--- src/rtl/hex_7seg_scan_pkg.sv ---
// hex_7seg_scan_pkg: shared types and constants for the seven-segment scan controller.
// Latency: n/a (types, constants and a combinational helper only).
// Backpressure: n/a.
package hex_7seg_scan_pkg;

  typedef enum logic [1:0] {
    IDLE  = 2'd0,
    GUARD = 2'd1,
    DRIVE = 2'd2
  } state_t;

  localparam logic [6:0] SEG_BLANK  = 7'h7F;
  localparam int         MAX_DIGITS = 8;
  localparam int         IDX_W      = 3;
  localparam int         EXT_W      = 4 * MAX_DIGITS;

  // Index of the most significant nonzero nibble; 0 when the whole value is zero,
  // so digit 0 is always considered significant.
  function automatic logic [IDX_W-1:0] top_nonzero(input logic [EXT_W-1:0] v);
    top_nonzero = '0;
    for (int k = 1; k < MAX_DIGITS; k++) begin
      if (v[4*k +: 4] != 4'h0) top_nonzero = IDX_W'(k);
    end
  endfunction

endpackage

--- src/rtl/hex_7seg.sv ---
// hex_7seg: hex nibble to active-low seven-segment pattern {g,f,e,d,c,b,a}.
// Latency: combinational.
// Backpressure: none.
module hex_7seg (
  input  logic [3:0] nibble,
  output logic [6:0] seg_n
);

  // Lookup of the glyph for each hex digit (0 = segment lit).
  always_comb begin
    seg_n = 7'h7F;
    case (nibble)
      4'h0: seg_n = 7'h40;
      4'h1: seg_n = 7'h79;
      4'h2: seg_n = 7'h24;
      4'h3: seg_n = 7'h30;
      4'h4: seg_n = 7'h19;
      4'h5: seg_n = 7'h12;
      4'h6: seg_n = 7'h02;
      4'h7: seg_n = 7'h78;
      4'h8: seg_n = 7'h00;
      4'h9: seg_n = 7'h10;
      4'hA: seg_n = 7'h08;
      4'hB: seg_n = 7'h03;
      4'hC: seg_n = 7'h46;
      4'hD: seg_n = 7'h21;
      4'hE: seg_n = 7'h06;
      4'hF: seg_n = 7'h0E;
      default: seg_n = 7'h7F;
    endcase
  end

endmodule

--- src/rtl/hex_7seg_scan.sv ---
// hex_7seg_scan: time-multiplexed scanner sharing one hex_7seg decoder across NUM_DIGITS common-anode digits.
// Latency: seg_n/an_n registered one cycle behind the scan state; a load shows within one frame + BLANK_CYCLES + 1.
// Backpressure: none; load is taken every cycle and the last value before a frame boundary wins.
// Option: define HEX_7SEG_SCAN_LZB_EN for leading-zero blanking.
module hex_7seg_scan
  import hex_7seg_scan_pkg::*;
#(
  parameter int NUM_DIGITS   = 4,
  parameter int REFRESH_DIV  = 50000,
  parameter int BLANK_CYCLES = 16
) (
  input  logic                    clk,
  input  logic                    rst,
  input  logic                    enable,
  input  logic [4*NUM_DIGITS-1:0] value,
  input  logic                    load,
  output logic                    update_pending,
  output logic                    frame_start,
  output logic [6:0]              seg_n,
  output logic [NUM_DIGITS-1:0]   an_n
);

  localparam int                   CW         = $clog2(REFRESH_DIV);
  localparam logic [CW-1:0]        GUARD_LAST = CW'(BLANK_CYCLES - 1);
  localparam logic [CW-1:0]        DRIVE_LAST = CW'(REFRESH_DIV - BLANK_CYCLES - 1);
  localparam logic [IDX_W-1:0]     IDX_LAST   = IDX_W'(NUM_DIGITS - 1);
  localparam logic [NUM_DIGITS-1:0] AN_OFF    = '1;
  localparam logic [NUM_DIGITS-1:0] AN_ONE    = NUM_DIGITS'(1);

  state_t                  state, state_nx;
  logic [CW-1:0]           cnt, cnt_nx;
  logic [IDX_W-1:0]        idx, idx_nx;
  logic                    boundary;
  logic [4*NUM_DIGITS-1:0] display, pending;
  logic [EXT_W-1:0]        disp_ext;
  logic [3:0]              nibble;
  logic [6:0]              seg_dec, seg_nx;
  logic [NUM_DIGITS-1:0]   an_nx;
  logic                    lit;

  assign disp_ext = EXT_W'(display);
  assign nibble   = disp_ext[{idx, 2'b00} +: 4];

  hex_7seg u_dec (
    .nibble (nibble),
    .seg_n  (seg_dec)
  );

`ifdef HEX_7SEG_SCAN_LZB_EN
  // Digits above the most significant nonzero nibble stay dark.
  assign lit = (idx <= top_nonzero(disp_ext));
`else
  assign lit = 1'b1;
`endif

  // The boundary decision is combinational so a load in the same cycle can bypass pending;
  // it is masked during reset so the pulse reads 0 while the FSM is held.
  assign frame_start = boundary & ~rst;

  // Scan state register: state, slot counter and digit index.
  always_ff @(posedge clk or posedge rst) begin
    if (rst) begin
      state <= IDLE;
      cnt   <= '0;
      idx   <= '0;
    end else begin
      state <= state_nx;
      cnt   <= cnt_nx;
      idx   <= idx_nx;
    end
  end

  // Next-state, boundary detection and next pin values.
  always_comb begin
    state_nx = state;
    cnt_nx   = cnt;
    idx_nx   = idx;
    boundary = 1'b0;
    seg_nx   = SEG_BLANK;
    an_nx    = AN_OFF;
    if (!enable) begin
      state_nx = IDLE;
      cnt_nx   = '0;
      idx_nx   = '0;
    end else begin
      case (state)
        IDLE: begin
          state_nx = GUARD;
          cnt_nx   = '0;
          idx_nx   = '0;
          boundary = 1'b1;
        end
        GUARD: begin
          if (cnt == GUARD_LAST) begin
            state_nx = DRIVE;
            cnt_nx   = '0;
          end else begin
            cnt_nx = cnt + CW'(1);
          end
        end
        DRIVE: begin
          if (cnt == DRIVE_LAST) begin
            state_nx = GUARD;
            cnt_nx   = '0;
            if (idx == IDX_LAST) begin
              idx_nx   = '0;
              boundary = 1'b1;
            end else begin
              idx_nx = idx + IDX_W'(1);
            end
          end else begin
            cnt_nx = cnt + CW'(1);
          end
        end
        default: begin
          state_nx = IDLE;
          cnt_nx   = '0;
          idx_nx   = '0;
        end
      endcase
    end
    if (state == DRIVE && lit) begin
      seg_nx = seg_dec;
      an_nx  = ~(AN_ONE << idx);
    end
  end

  // Pending capture and frame-boundary swap into the display register.
  always_ff @(posedge clk or posedge rst) begin
    if (rst) begin
      display        <= '0;
      pending        <= '0;
      update_pending <= 1'b0;
    end else if (boundary) begin
      if (load) begin
        display <= value;
      end else if (update_pending) begin
        display <= pending;
      end
      update_pending <= 1'b0;
    end else if (load) begin
      pending        <= value;
      update_pending <= 1'b1;
    end
  end

  // Pin registers keep segments and anodes glitch-free.
  always_ff @(posedge clk or posedge rst) begin
    if (rst) begin
      seg_n <= SEG_BLANK;
      an_n  <= AN_OFF;
    end else begin
      seg_n <= seg_nx;
      an_n  <= an_nx;
    end
  end

endmodule

--- config.mk ---
export PLATFORM = sky130hd
export DESIGN_NAME = hex_7seg_scan
export DESIGN_NICKNAME = d
export VERILOG_FILES = /design/src/rtl/hex_7seg_scan_pkg.sv /design/src/rtl/hex_7seg.sv /design/src/rtl/hex_7seg_scan.sv
export SDC_FILE = /design/constraint.sdc
export NUM_CORES = 1
export LEC_CHECK = 0
export CORE_MARGIN = 4
export CORE_UTILIZATION = 60
export DETAILED_ROUTE_END_ITERATION = 8
export PLACE_DENSITY_LB_ADDON = 0.25
export SYNTH_ARGS = -nofsm -noshare
export SYNTH_HDL_FRONTEND = slang
export SYNTH_SLANG_ARGS = --single-unit
export TNS_END_PERCENT = 10
--- constraint.sdc ---
create_clock -name clk -period 4.1 [get_ports clk]
set_input_delay 0.82 -clock clk [delete_from_list [all_inputs] [get_ports clk]]
set_output_delay 0.82 -clock clk [all_outputs]
set_load 0.1 [all_outputs]
Yosys cells after proc, flatten, opt, wreduce, memory -nomap -nowiden:

Memory sizes are Yosys's and may differ from the RTL's.
Index checks and enable logic that the tools add are counted.

* shift operators: 2
* equality and inequality tests: 8
* add/sub/neg operators: 2
* reduce and logical (&&, ||, !) cells: 7
* mux-type cells: 22
* bitwise gates (word level): 4

Operators with widths (count)
* 16-bit 2-to-1 mux: 5
* 16-bit one-hot mux with 2 select lines: 1
* 32-bit by 6-bit variable part select with 4-bit output: 1
* 16-bit by 1-bit adder with 16-bit output (second input constant): 1
* 16-bit equality test (second input constant): 1
* 16-bit by 4-bit equality test with 1-bit output (second input constant): 1
* 3-bit 2-to-1 mux: 3
* 2-bit AND reduction: 4
* 7-bit 2-to-1 mux: 1
* 2-bit 2-to-1 mux: 3
* 3-bit != test (second input constant): 2
* 2-bit one-hot mux with 3 select lines: 1
* 3-bit one-hot mux with 2 select lines: 1
* 1-bit 2-to-1 mux: 5
* 4-bit 2-to-1 mux: 1
* 4-bit inverter: 1
* 2-bit nonzero test: 2
* 1-bit by 3-bit left shift with 4-bit output (first input constant): 1
* 3-bit by 1-bit adder with 3-bit output (second input constant): 1
* 3-bit by 2-bit equality test with 1-bit output (second input constant): 1
* 2-bit by 1-bit equality test with 1-bit output (second input constant): 1
* 2-bit equality test (second input constant): 1
* 2-bit zero test: 1
* 2-bit != test (second input constant): 1
* other kinds (3): 4

* memories: 1
* output and inout bits: 13
* bits in registers: 65
* bits of input ports: 20
* memory bits (read-only): 112
* word-level logic and storage cells: 54

Memory list
* (name not given): depth 16, bits a word 7, read ports 1, clocked after Yosys merged registers in 0, write ports 0, line hex_7seg.sv:12 `case (nibble)`

Longest topological paths before layout:

* depth in word-level cells: 7
* depth in mapped cells: 10
* depth with buffers taken out: 9

By module:

From an unflattened synthesis, not the netlist that was laid out.

* cells, all modules: 273
* area total of the unflattened synthesis: 3334.4 um2

Modules (own cells, without submodules)
* hex_7seg_scan: area an instance 3072.9 um2, instances 1, seq. area each 1640.3 um2, cells each 242
* hex_7seg: area an instance 261.5 um2, instances 1, seq. area each 0.0 um2, cells each 31

Worst setup path before layout:

Ideal clock, no wire load.

* path kind: register to output
* start point: reg state[0]
* end point: out frame_start
* arrival time: 3.324 ns
* required time: 3.280 ns
* path slack: -0.044 ns
* stages on the path, launching flop included: 8
* path buffers: 1
* path through: dfrtp_1 > inv_1 > ha_1 > buf_4 > and2b_1 > nand2_1 > o21ba_4 > nor3_1

* longest elaborated chain between the ends: 4
* elaborated cells on any way between the ends: 5
* those cells by class: 1 x eq/ne; 2 x mux; 1 x bitwise; 1 x reduce/logical

RTL lines
* from (decl): line hex_7seg_scan.sv:30 `state_t state, state_nx;`
* from (signal assigned): line hex_7seg_scan.sv:67 `state <= state_nx;`
* 2-bit equality test or 2-bit zero test (tied branches): line hex_7seg_scan.sv:86 `case (state)`
* 1-bit one-hot mux with 2 select lines (*): line hex_7seg_scan.sv:86
* 1-bit 2-to-1 mux (*): line hex_7seg_scan.sv:81 `if (!enable) begin`
* 1-bit AND (*): line hex_7seg_scan.sv:58 `assign frame_start = boundary & ~rst;`
* to (decl): line hex_7seg_scan.sv:18 `output logic frame_start,`

Every way passes the cells marked *; elsewhere a longest branch is shown, timed or not.

Worst setup path after layout:

Same ends and word-level chain as after synthesis.

==> out/metrics.cfg <==
[sta]
fin_crit_ps = 3140
worst_pin_slew_ps = 980
timing.hold.ws_ps = 465
clock.fmax_ghz = 0.319
rsz0062_at_grt = false
skew_ps = 10.9
fin_crit_sh = 0.765
hold_violations = 0
finalSetupViolations = 0
fin_ws_ps = 964
drv_slew = 0
max_slew_margin = 0.345
fin_tns_setup_ps = 0

[clock_tree]
clock-sinks = 65
cts_root_buf = clkbuf_8
path_clk_slew_ps = 70
cts_buffers = 9
cts_setup_buffers = 0
insertion_delay_ps = 340
cts_tree = built
hold_buffers = 0
cts-htree-levels = 3
clockBufferDepth = 2
cts-resized-gates = 0

[placed_design]
dp_cells = 371
place_ws_ps = 1020
place_congestion = 0.794
port_buffers = 32
dp_hpwl_um = 4200

[global_route]
grt_usage = 0.201
grt_pass1_vias = 2187
grtUsageMet1 = 0.248
met3_usage = 0.0488
grt-busiest-layer = met2
grt-ovfl-total = 0
grt_pass1_wl_um = 10100
met2_usage = 0.321
grt_max_degree = 34
antenna_found_initial = 0

[job]
max_cap_violations = 0

[logic_synthesis]
syn_nets = 314
synth_cell_types = 53
synth_top_cells_by_area = dfrtp_1, dfstp_2, ha_1, a2bb2oi_2, mux2_1
async_flop_share = 1.00
ys_ff_latch = 65
syn_area_per_cell_um2 = 11.9
seq_area_frac_synth = 0.492
synth_warnings = 0
synth_top_cell_area_share = 0.406
dominantRegCellSynth = dfrtp_1
synth_edf_count = 0
synthCells = 279
synth_area_um2 = 3330
synth_area_leader_cell = dfrtp_1

[worst_setup_path]
crit_type = reg -> out
crit_buf_inv = 2
crit_path_start_kind = flop
critPathMaxStageDelay_ps = 410
worstPathMaxFanout = 11
endpoint_kind = primary output
required_ps = 3280
cp_cell_sequence = inv_1, ha_1, and2b_1, nand2_1, o21ba_4, nor3_2, buf_4
arrival_ps = 2320
slowest_stage = dfrtp_1
crit_family = simple AND/OR/NAND/NOR gates

[finish]
fin_cells = 386
seqCellArea_um2 = 1640
multiInputGateArea_um2 = 1560
antenna_cells = 0
nets = 347
drive_gt1_frac = 0.190
final_cell_mix = dfrtp_1, clkdlybuf4s50_1, nor2_1
final_common_cell = dfrtp_1
fillCellCount = 362
syn2layout_area_growth_pct = 15.8

[power_and_ir_drop]
irDropWorstVdd_mv = 0.419
power.density_nw_per_um2 = 639
total_power_mw = 2.47
p_leak_nw = 1.59

[floorplanning]
ioPinCount = 33
initial_utilization = 0.636
row_count = 26
dieArea_um2 = 6810
die_x_um = 82.5
dieHeight_um = 82.5
core-area_um2 = 5240

[hold_path]
hp-class = reg -> reg

[status]
outcome = finished, final reports clean

[route]
dr.pass1.iters = 4
drc = 0
drtIter0Drc = 157
wire_per_inst_um = 15.8
num_vias = 2243
drtAntennaViolNets = 0
routed_wl_um = 6080
drt-vias-per-instance = 5.81

-- per-layer routing --
metal	wire length (um)	vias up
met2	2930	50
li1	-	1069
met3	292	13
met4	142	0
met5	0	-
met1	2720	1111
-- stage by stage --
stage | utilization | cell area (um2)
finish | 0.737 | 3860
detailed placement | 0.700 | 3660
floorplan | - | 3340
CTS | 0.737 | 3860
global placement | 0.700 | 3660
global route | 0.737 | 3860
-- state kept, by name, summed over array words and instances, names as in the netlist --
register and cells:
seg_n 7, idx 3, update_pending 1, pending 16
display 16, an_n 4, cnt 16, state 2
-- Yosys cell counts (4+ instances only) --
| cell type | count |
|---|---|
| ha_1 | 15 |
| xor2_1 | 8 |
| inv_1 | 13 |
| and3_1 | 4 |
| dfrtp_1 | 54 |
| xnor2_1 | 6 |
| mux2i_1 | 5 |
| mux2_1 | 10 |
| mux2_2 | 8 |
| mux4_2 | 4 |
| a2bb2oi_2 | 10 |
| dfstp_2 | 11 |
| nand3_1 | 5 |
| a2bb2oi_1 | 6 |
| buf_6 | 4 |
| nor2_1 | 25 |
| nor3_1 | 5 |
| nand2_1 | 17 |
| o22ai_1 | 14 |
| o211ai_1 | 5 |
| o21ai_0 | 6 |
-- cell families after synthesis --
family	Yosys count	synth area share
compound gates	51	0.136
xor+xnor	14	0.0368
fa+ha+maj	15	0.0563
buf+inv	26	0.0424
flops	65	0.492
mux	28	0.107
simple gates	80	0.129
-- area by class of cell --
class	instances	share of cell area
inverter	15	0.0146
clock buffer	12	0.0402
tap	70	0.0227
multi-input combinational	188	0.403
timing repair buffer	33	0.0843
clock inverter	3	0.0104
sequential	65	0.425
-- path summary, 6_finish.rpt --
path / slack (ps) / cells past startpoint / endpoint / from
min in group asynchronous: 950 / 2 / cnt[10]$_DFF_PP0_ / rst
worst max register to register: 1560 / 7 / display[11]$_DFFE_PP0P_ / state[0]$_DFFE_PP0P_
worst min-delay path: 460 / 1 / cnt[0]$_DFF_PP0_ / cnt[0]$_DFF_PP0_
worst min register to register: 460 / 1 / cnt[0]$_DFF_PP0_ / cnt[0]$_DFF_PP0_
max in group asynchronous: 2230 / 3 / seg_n[4]$_DFF_PP1_ / rst
worst max-delay path: 960 / 7 / frame_start / state[0]$_DFFE_PP0P_
-- where the power goes --
group	internal, mW	total, mW	switching, mW
Sequential	0.821	0.928	0.107
Combinational	0.416	0.995	0.579
Clock	0.309	0.544	0.235
Total	1.55	2.47	0.921
Power figures use the tool's default switching activity.
